## src/rtl/apb_seq_master.sv

```systemverilog
// ---------------------------------------------------------------------------
// apb_seq_master
//
// Queues read/write commands in a small FIFO and replays them, strictly in
// order and one at a time, as APB transfers. Each transfer produces exactly
// one response. If the completer holds pready low for TMO ACCESS cycles, the
// transfer is aborted and reported as an error plus timeout.
//
// Parameters
//   AW     APB address width
//   DW     APB data width
//   DEPTH  command FIFO depth (power of 2, >= 2)
//   TMO    ACCESS cycles allowed before abort (>= 2)
//
// Ports
//   clk, reset_n                       clock, asynchronous active-low reset
//   cmd_valid/cmd_ready                command push handshake
//   cmd_write/cmd_addr/cmd_wdata       command payload (cmd_write=1 -> write)
//   rsp_valid/rsp_ready                response handshake
//   rsp_rdata/rsp_err/rsp_tmo          response payload
//   psel/penable/pwrite/paddr/pwdata   APB requester outputs
//   prdata/pready/pslverr              APB completer inputs
//   busy                               sequencer is not idle
//   level                              FIFO occupancy, 0..DEPTH
// ---------------------------------------------------------------------------
module apb_seq_master #(
  parameter int AW    = 32,
  parameter int DW    = 32,
  parameter int DEPTH = 4,
  parameter int TMO   = 16
) (
  input  logic                     clk,
  input  logic                     reset_n,
  input  logic                     cmd_valid,
  output logic                     cmd_ready,
  input  logic                     cmd_write,
  input  logic [AW-1:0]            cmd_addr,
  input  logic [DW-1:0]            cmd_wdata,
  output logic                     rsp_valid,
  input  logic                     rsp_ready,
  output logic [DW-1:0]            rsp_rdata,
  output logic                     rsp_err,
  output logic                     rsp_tmo,
  output logic                     psel,
  output logic                     penable,
  output logic                     pwrite,
  output logic [AW-1:0]            paddr,
  output logic [DW-1:0]            pwdata,
  input  logic [DW-1:0]            prdata,
  input  logic                     pready,
  input  logic                     pslverr,
  output logic                     busy,
  output logic [$clog2(DEPTH):0]   level
);

  localparam int PW = $clog2(DEPTH);
  localparam int LW = PW + 1;
  localparam int TW = $clog2(TMO) + 1;
  localparam int EW = 1 + AW + DW;
  localparam logic [LW-1:0] FULL_LVL  = LW'(DEPTH);
  localparam logic [TW-1:0] WAIT_LAST = TW'(TMO - 1);

  typedef enum logic [1:0] {IDLE, SETUP, ACCESS, RESP} state_t;

  // -------------------------------------------------------------------------
  // Command FIFO
  // -------------------------------------------------------------------------
  logic [EW-1:0] mem [DEPTH];
  logic [PW-1:0] wr_ptr_reg;
  logic [PW-1:0] rd_ptr_reg;
  logic [LW-1:0] count_reg;

  logic          full;
  logic          empty;
  logic          push;
  logic          pop;
  logic          head_write;
  logic [AW-1:0] head_addr;
  logic [DW-1:0] head_wdata;

  state_t        state_reg;

  assign full  = (count_reg == FULL_LVL);
  assign empty = (count_reg == '0);
  // Fullness is judged before any same-edge pop, so a full FIFO never
  // accepts a push even while an entry is leaving.
  assign push  = cmd_valid && !full;
  // Pop from IDLE, or right at the response handshake so the next transfer
  // starts its SETUP on the very next edge.
  assign pop   = !empty && ((state_reg == IDLE) ||
                            ((state_reg == RESP) && rsp_ready));

  // The head entry feeds the registered APB outputs directly, so the read
  // is effectively registered at the APB side.
  assign {head_write, head_addr, head_wdata} = mem[rd_ptr_reg];

  // Storage array has no reset so it can map onto RAM resources.
  always_ff @(posedge clk) begin
    if (push) begin
      mem[wr_ptr_reg] <= {cmd_write, cmd_addr, cmd_wdata};
    end
  end

  always_ff @(posedge clk or negedge reset_n) begin
    if (!reset_n) begin
      wr_ptr_reg <= '0;
      rd_ptr_reg <= '0;
      count_reg  <= '0;
    end else begin
      if (push) begin
        wr_ptr_reg <= wr_ptr_reg + PW'(1);
      end
      if (pop) begin
        rd_ptr_reg <= rd_ptr_reg + PW'(1);
      end
      if (push && !pop) begin
        count_reg <= count_reg + LW'(1);
      end else if (pop && !push) begin
        count_reg <= count_reg - LW'(1);
      end
    end
  end

  // -------------------------------------------------------------------------
  // Transfer sequencer
  // -------------------------------------------------------------------------
  logic          psel_reg;
  logic          penable_reg;
  logic          pwrite_reg;
  logic [AW-1:0] paddr_reg;
  logic [DW-1:0] pwdata_reg;
  logic          rsp_valid_reg;
  logic [DW-1:0] rsp_rdata_reg;
  logic          rsp_err_reg;
  logic          rsp_tmo_reg;
  logic [TW-1:0] wait_reg;

  always_ff @(posedge clk or negedge reset_n) begin
    if (!reset_n) begin
      state_reg     <= IDLE;
      psel_reg      <= 1'b0;
      penable_reg   <= 1'b0;
      pwrite_reg    <= 1'b0;
      paddr_reg     <= '0;
      pwdata_reg    <= '0;
      rsp_valid_reg <= 1'b0;
      rsp_rdata_reg <= '0;
      rsp_err_reg   <= 1'b0;
      rsp_tmo_reg   <= 1'b0;
      wait_reg      <= '0;
    end else begin
      case (state_reg)
        IDLE: begin
          // Leaving IDLE is handled by the common pop branch below.
        end
        SETUP: begin
          penable_reg <= 1'b1;
          wait_reg    <= '0;
          state_reg   <= ACCESS;
        end
        ACCESS: begin
          if (pready) begin
            rsp_rdata_reg <= pwrite_reg ? '0 : prdata;
            rsp_err_reg   <= pslverr;
            rsp_tmo_reg   <= 1'b0;
            rsp_valid_reg <= 1'b1;
            psel_reg      <= 1'b0;
            penable_reg   <= 1'b0;
            state_reg     <= RESP;
          end else if (wait_reg == WAIT_LAST) begin
            // This was the TMO-th ACCESS cycle without pready: abort.
            rsp_rdata_reg <= '0;
            rsp_err_reg   <= 1'b1;
            rsp_tmo_reg   <= 1'b1;
            rsp_valid_reg <= 1'b1;
            psel_reg      <= 1'b0;
            penable_reg   <= 1'b0;
            state_reg     <= RESP;
          end else begin
            wait_reg <= wait_reg + TW'(1);
          end
        end
        RESP: begin
          if (rsp_ready) begin
            rsp_valid_reg <= 1'b0;
            state_reg     <= IDLE;
          end
        end
        default: begin
          state_reg <= IDLE;
        end
      endcase

      // Starting a transfer from IDLE or straight out of a response
      // handshake; overrides the IDLE target chosen in RESP above.
      if (pop) begin
        paddr_reg   <= head_addr;
        pwrite_reg  <= head_write;
        pwdata_reg  <= head_wdata;
        psel_reg    <= 1'b1;
        penable_reg <= 1'b0;
        state_reg   <= SETUP;
      end
    end
  end

  assign cmd_ready = !full;
  assign level     = count_reg;
  assign busy      = (state_reg != IDLE);
  assign psel      = psel_reg;
  assign penable   = penable_reg;
  assign pwrite    = pwrite_reg;
  assign paddr     = paddr_reg;
  assign pwdata    = pwdata_reg;
  assign rsp_valid = rsp_valid_reg;
  assign rsp_rdata = rsp_rdata_reg;
  assign rsp_err   = rsp_err_reg;
  assign rsp_tmo   = rsp_tmo_reg;

endmodule

```

## config.mk

```make
export PLATFORM = sky130hd
export DESIGN_NAME = apb_seq_master
export DESIGN_NICKNAME = d
export VERILOG_FILES = /design/src/rtl/apb_seq_master.sv
export SDC_FILE = /design/constraint.sdc
export NUM_CORES = 1
export LEC_CHECK = 0
export BUFFER_PORTS_ARGS = -buffer_cell sky130_fd_sc_hd__buf_2
export CAP_MARGIN = 20
export CORE_UTILIZATION = 30
export CTS_CLUSTER_SIZE = 28
export DETAILED_ROUTE_END_ITERATION = 8
export GPL_ROUTABILITY_DRIVEN = 0
export HOLD_SLACK_MARGIN = 0.1
export PLACE_DENSITY_LB_ADDON = 0.05
export SLEW_MARGIN = 40
export SYNTH_ARGS = -nofsm -noshare
export SYNTH_HDL_FRONTEND = slang
export SYNTH_SLANG_ARGS = --single-unit
```

## constraint.sdc

```tcl
create_clock -name clk -period 3.5 [get_ports clk]
set_clock_uncertainty 0.15 [all_clocks]
set_input_delay 0.175 -clock clk [delete_from_list [all_inputs] [get_ports clk]]
set_output_delay 0.175 -clock clk [all_outputs]
set_load 0.1 [all_outputs]
```

Yosys cells after proc, flatten, opt, wreduce, memory -nomap -nowiden
Memories as Yosys holds them, arrays and structs flattened. A register that Yosys moved wholly into a read port is not among the register bits.
Index checks and enable logic that the tools add are counted.
{"block": "classes", "add_sub_neg": 5, "eq_ne": 11, "n_mux": 27, "n_reduce_logical": 28}
{"op": "two-way mux 32 bit", "count": 3}
{"op": "two-way mux 1 bit", "count": 12}
{"op": "nonzero test 2 bit", "count": 6}
{"op": "two-way mux 5 bit", "count": 2}
{"op": "one-hot mux 5 bit (2 select lines)", "count": 1}
{"op": "AND reduction 3 bit", "count": 3}
{"op": "two-way mux 2 bit", "count": 4}
{"op": "two-way mux 3 bit", "count": 2}
{"op": "inequality test 2 bit (second input constant)", "count": 3}
{"op": "inequality test 3 bit (second input constant)", "count": 2}
{"op": "one-hot mux 2 bit (3 select lines)", "count": 1}
{"op": "AND reduction 2 bit", "count": 3}
{"op": "nonzero test 3 bit", "count": 2}
{"op": "adder 5 x 1 -> 5 bit (second input constant)", "count": 1}
{"op": "== test 5 x 4 -> 1 bit (second input constant)", "count": 1}
{"op": "logical AND 1 bit", "count": 5}
{"op": "logical NOT 1 bit", "count": 5}
{"op": "adder 2 x 1 -> 2 bit (second input constant)", "count": 2}
{"op": "== test 2 bit (second input constant)", "count": 2}
{"op": "inequality test 4 bit (second input constant)", "count": 1}
{"op": "one-hot mux 1 bit (2 select lines)", "count": 2}
{"op": "nonzero test 4 bit", "count": 1}
{"op": "adder 3 x 1 -> 3 bit (second input constant)", "count": 1}
{"op": "== test 3 bit (second input constant)", "count": 1}
{"op": "other kinds (5)", "count": 5}
{"block": "word_totals", "reg_bits": 51, "mem_bits_rw": 260, "n_memories": 1}
{"name": "mem", "words": 4, "word_bits": 65, "rd": 1, "rd_ports_with_merged_regs": 1, "wr": 1, "line_no": "68", "source": "logic [EW-1:0] mem [DEPTH];"}

Longest topological paths before layout
Gate-level depths: netlist of the first run.
{"block": "depth", "depth_word": 7, "mapped_depth": 12, "depth_no_buf": 11}

Worst setup path after synthesis of the first run
No wires, ideal clock.
{"block": "synth_path", "kind": "reg2reg", "from": "register count_reg[1] (netlist: level[1])", "to": "memory mem[2][0] (netlist name), enable pin", "arrival_time_ns": 3.096, "required_time_ns": 2.920, "slack_ns": -0.176, "stages_incl_launch_ff": 4, "synth_period_minus_slack_ns": 3.676, "path_cell_list": "dfrtp_1 > nor2_1 > a21boi_1 > and2_1"}
{"block": "synth_via", "elab_chain_cells": 5}
{"item": "from (decl)", "line_no": "71", "source": "logic [LW-1:0] count_reg;"}
{"item": "from (signal assigned)", "line_no": "117", "source": "count_reg <= count_reg + LW'(1);"}
{"item": "from (signal assigned)", "line_no": "119", "source": "count_reg <= count_reg - LW'(1);"}
{"item": "== test 3 bit", "line_no": "83", "source": "assign full = (count_reg == FULL_LVL);"}
{"item": "logical NOT 1 bit", "line_no": "87", "source": "assign push = cmd_valid && !full;"}
{"item": "logical AND 1 bit", "line_no": "87"}
{"item": "named net push", "line_no": "75", "source": "logic push;"}
{"item": "two-way mux 1 bit", "line_no": "99", "source": "if (push) begin"}
{"item": "two-way mux 1 bit (implied by the code)", "line_no": "100", "source": "mem[wr_ptr_reg] <= {cmd_write, cmd_addr, cmd_wdata};"}
{"item": "to (decl)", "line_no": "68"}
The timed path passes the listed nets, and every way through them passes these cells.

Worst setup path in the final report of the first run
{"block": "layout_path", "from": "register count_reg[0] (netlist: level[0])", "to": "memory mem[2][54] (netlist name), enable pin"}
Same word-level chain as after synthesis.

==> impl_metrics.json, run 1 <==
{
  "hold_slack_ns": 0.224,
  "wirelength_mm": 32.4,
  "post-dp-hpwl_mm": 19.6,
  "setup_viol": 0,
  "cts_setup_buffers": 0,
  "core_um2": 45700,
  "worstPathCellList": "nor2_1 > a21boi_1 > and2_4 > buf_4",
  "cts.sinks": 376,
  "synth.yosys.warnings": 0,
  "largest_reg_flops": 260,
  "relSlewSlack_pct": 47.4,
  "fin_area_um2": 18300,
  "start_util_pct": 30.7,
  "path_clk_slew_ns": 0.06,
  "cts_buffer_depth": 3,
  "antenna_found_initial": 2,
  "hp-start": "cmd_addr[3]",
  "grt_start_max_net_pins": 94,
  "rows": 78,
  "setup_tns_ns": 0,
  "die-area_um2": 47500,
  "finalCriticalPeriod_ns": 2.54,
  "largest_register": "mem",
  "final_max_slew_viol_count": 0,
  "ys_seq_area_share_pct": 76.5,
  "hold_path.class": "input port to flop",
  "grt_usage_pct": 14.0,
  "area_growth_syn_to_layout_pct": 30.9,
  "hold_violations": 0,
  "cpPeakStageDelay_ns": 0.62,
  "r2r-start": "level[0]",
  "max_slew.worst_pin.slew_ns": 0.789,
  "crit_slowest_cell": "and2_4",
  "dp_slack_ns": 0.904,
  "die_y_um": 218,
  "numPortBuffers": 209,
  "ios": 210,
  "grt_pass1_vias": 8308,
  "max_freq_mhz": 394,
  "synth_nets": 773,
  "grt_pass1_wl_mm": 49.6,
  "avgRoutedWirePerCell_um": 19.8,
  "post_cts_resized": 0,
  "rsz0062_at_grt": "false",
  "post_synth.cell_area_avg_um2": 21.3,
  "cts_tree": "done",
  "cts_made_buffers": 43,
  "drc_errors": 0,
  "vias": 7454,
  "drt_iter0_markers": 280,
  "crit_path_start_kind": "flop",
  "syn_inst": 656,
  "cp_num_buf_inv": 1,
  "worst_slack_ns": 0.965,
  "cp_max_fo": 32,
  "crit_arrival_ns": 2.60,
  "drive_above_1_share_pct": 42.2,
  "cts_root_buf": "clkbuf_16",
  "die_width_um": 218,
  "critPathTopFamily": "simple AND/OR/NAND/NOR gates",
  "startpoint": "level[0]",
  "antenna_left": 0,
  "via_per_inst": 4.56,
  "outcome": "completed",
  "drv_cap": 0,
  "crit_path_end_kind": "flop",
  "dr.pass1.iters": 4,
  "insertion_delay_ns": 0.55,
  "cts.htree.levels": 2,
  "final_cell_mix": "260 x edfxtp_1, 208 x buf_2, 114 x dfrtp_1",
  "syn-cell-area_um2": 14000,
  "worstSetupPathType": "flop to flop",
  "post_dp_cell_area_um2": 15800,
  "finalNetCount": 1117,
  "overflow": 0,
  "async_reset_ff_share_pct": 30.9,
  "timing.final.crit_share_pct": 72.4,
  "synth_cell_types": 37,
  "mostFrequentLayoutCell": "edfxtp_1",
  "required_ns": 3.57,
  "synth_edf_count": 260,
  "ys_ff_latch": 376,
  "synth_flop_cell": "edfxtp_1"
}
==> cell usage after synthesis, drive strengths merged (4+ instances only) <==
library cell | n | area (µm²)
buf | 16 | 111
a22o | 33 | 289
inv | 9 | 33.8
dfrtp | 116 | 2900
nand2 | 6 | 22.5
nor2 | 5 | 18.8
xor2 | 4 | 35.0
and2 | 4 | 25.0
clkbuf | 15 | 56.3
a21oi | 6 | 30.0
ha | 13 | 163
xnor2 | 4 | 35.0
mux4 | 65 | 1460
mux2 | 68 | 766
edfxtp | 260 | 7810
==> worst reg2reg max path: stages, from the launching register on <==
cell and delay (ns):
dfrtp_1 0.44, nor2_1 0.08, a21boi_1 0.51, and2_4 0.62, buf_4 0.41
==> metal layers <==
metal	share of wire, %	GRT usage, %	vias up
met3	5.4	2.82	48
met1	42	17.5	3879
met4	2.5	5.08	0
met5	0	0	-
li1	-	-	3327
met2	50	24.1	200
==> worst paths after layout <==
kind / cells after the start / endpoint / slack (ns)
max: 4 / mem[2][54] / 0.96
min: 2 / mem[1][35] / 0.22
max reg2reg: 4 / mem[2][54] / 0.96
min reg2reg: 2 / psel / 0.34
max in group asynchronous: 4 / rd_ptr_reg[0] / 2.02
min in group asynchronous: 3 / pwdata[6] / 0.48
==> area by class of cell <==
class,count,area (µm²)
Clock inverter,20,184
Sequential cell,376,10700
Timing Repair Buffer,330,2300
Clock buffer,59,1230
Fill cell,4233,27300
Inverter,9,33.8
Tap cell,600,751
Antenna cell,2,5.00
Multi-Input combinational cell,240,3120
==> per-stage QoR <==
step,util [%],std cells
6_report,40.1,1636
5_1_grt,40.1,1635
4_1_cts,40.0,1632
3_5_place_dp,34.7,1450
3_3_place_gp,34.7,1450
2_1_floorplan,-,656
==> logic make-up after synthesis <==
logic type      synth area share, %
simple gates                   1.22
fa+ha+maj                      1.30
flops                          76.5
mux                            16.1
xor+xnor                      0.500
buf+inv                        1.44
compound gates                 2.98
==> timing repair <==
action / 4_1_cts / 5_1_grt
endpoints found under the setup margin: 0 / 0
hold buffers: 103 / 1
endpoints found under the hold margin: 399 / 20
Power of run 1 is not shown: default switching activity piles up to over one toggle a cycle in this logic, so the estimate is an artifact.
==> run 2, diff against run 1 <==
clock period = 2.5 ns   (was 3.5 ns; I/O delays follow)
==> run 2 against run 1 <==
Effect of this change:
- global-route usage increased by 0.10 points
- largest cell class unchanged
- cell count up 0.55%
- cell area increased by 0.70%
- first-iteration DRC count is 28% higher
- sequential share of layout area shrank 0.38 points
==> impl_metrics.json, run 2 (synthesis gave the netlist of run 1 again) <==
{
  "outcome": "completed",
  "drv_cap": 0,
  "cts_buffer_depth": 3,
  "hold_violations": 0,
  "via_per_inst": 4.55,
  "die_y_um": 218,
  "drt_iter0_markers": 357,
  "antenna_left": 0,
  "die_width_um": 218,
  "wirelength_mm": 32.6,
  "avgRoutedWirePerCell_um": 19.8,
  "r2r-end": "level[1]",
  "grt_usage_pct": 14.1,
  "rows": 78,
  "mostFrequentLayoutCell": "edfxtp_1",
  "utilization_pct": 40.4,
  "crit_path_start_kind": "flop",
  "crit_arrival_ns": 2.61,
  "antenna_found_initial": 1,
  "drive_above_1_share_pct": 42.9,
  "startpoint": "state_reg[1]",
  "setup_viol": 0,
  "vias": 7491,
  "numPortBuffers": 209,
  "finalCriticalPeriod_ns": 2.32,
  "final_max_slew_viol_count": 0,
  "cp_max_fo": 6,
  "post_cts_resized": 0,
  "timing.final.crit_share_pct": 92.7,
  "max_freq_mhz": 431,
  "cts_tree": "done",
  "cts_made_buffers": 43,
  "cts_root_buf": "clkbuf_16",
  "die-area_um2": 47500,
  "relSlewSlack_pct": 55.1,
  "largest_reg_flops": 260,
  "crit_path_end_kind": "flop",
  "path_clk_slew_ns": 0.06,
  "hold_path.class": "input port to flop",
  "hp-start": "cmd_addr[25]",
  "insertion_delay_ns": 0.56,
  "r2r-start": "state_reg[1]",
  "rsz0062_at_grt": "false",
  "worstSetupPathType": "flop to flop",
  "final_cell_mix": "260 x edfxtp_1, 208 x buf_2, 111 x dfrtp_1",
  "drc_errors": 0,
  "post-dp-hpwl_mm": 19.9,
  "max_slew.worst_pin.slew_ns": 0.674,
  "finalNetCount": 1127,
  "min_to": "mem[1][57]",
  "cts.htree.levels": 2,
  "largest_register": "mem",
  "min_path_cells": 2,
  "overflow": 0,
  "cts.sinks": 376,
  "core_um2": 45700,
  "ff2ff_path_depth": 9,
  "grt_pass1_wl_mm": 50.4,
  "start_util_pct": 30.7,
  "grt_pass1_vias": 8470,
  "ios": 210,
  "grt_start_max_net_pins": 64,
  "dr.pass1.iters": 4,
  "required_ns": 2.79,
  "area_growth_syn_to_layout_pct": 31.8,
  "r2r_setup_slack_ns": 0.18
}
-- run 2: changes by cell type in the layout (fill, tap and decap cells not counted), sizes merged --
cell,before,now
bufinv,3,2
diode,2,1
clkinv,12,9
buf,226,236
clkbuf,59,65
clkinvlp,3,1
-- run 2: stage by stage --
step | instance area, µm² | setup slack (ns) | hold WS [ns] | setup TNS (ns) | cells
5_1_grt | 18500 | 0.0943 | 0.135 | 0 | 1644
6_report | 18500 | 0.182 | 0.161 | 0 | 1645
3_3_place_gp | 16100 | 0.270 | 0.0195 | 0 | 1461
4_1_cts | 18500 | 0.173 | 0.109 | 0 | 1644
3_5_place_dp | 16100 | 0.183 | 0.0323 | 0 | 1461
2_1_floorplan | 14100 | -0.294 | -0.321 | -0.445 | 656
-- run 2: layout make-up --
type	instances	area, µm²
clock buffer	65	1190
inverter	9	40.0
tap	600	751
fill	4209	27200
antenna	1	2.50
clock inverter	14	128
timing repair buffer	340	2500
sequential	376	10700
multi-input combinational	240	3130
-- run 2: what timing repair did --
item                       in CTS  in global routing
setup endpoints to repair       0                  0
hold buffers                  104                  0
buffers inserted                0                  0
hold endpoints to repair      423                  0
-- run 2: layer usage --
| layer | track usage [%] | share of wire, % | wire length, µm | vias up |
|---|---|---|---|---|
| met5 | 0 | 0 | 0 | - |
| met4 | 5.31 | 2.5 | 802 | 0 |
| met3 | 3.29 | 4.9 | 1610 | 55 |
| met2 | 24.6 | 51 | 16600 | 159 |
| met1 | 16.9 | 42 | 13600 | 3926 |
| li1 | - | - | - | 3351 |
-- run 2: worst max-delay path, cell delays in order (launching register included) --
cell	delay, ns
dfrtp_1	0.44
inv_1	0.11
ha_2	0.19
clkinvlp_4	0.12
a21oi_4	0.24
inv_4	0.06
ha_4	0.17
inv_2	0.05
fa_1	0.41
mux2_2	0.27
-- run 2: how the worst max path moves through the flow --
stage | to | slack (ns)
after floorplan | level[1] | -0.29
after global routing | level[1] | 0.09
after detailed placement | level[1] | 0.18
after CTS | level[1] | 0.17
final | level[1] | 0.18
after global placement | level[1] | 0.27
Power of run 2 is left out for the same reason.
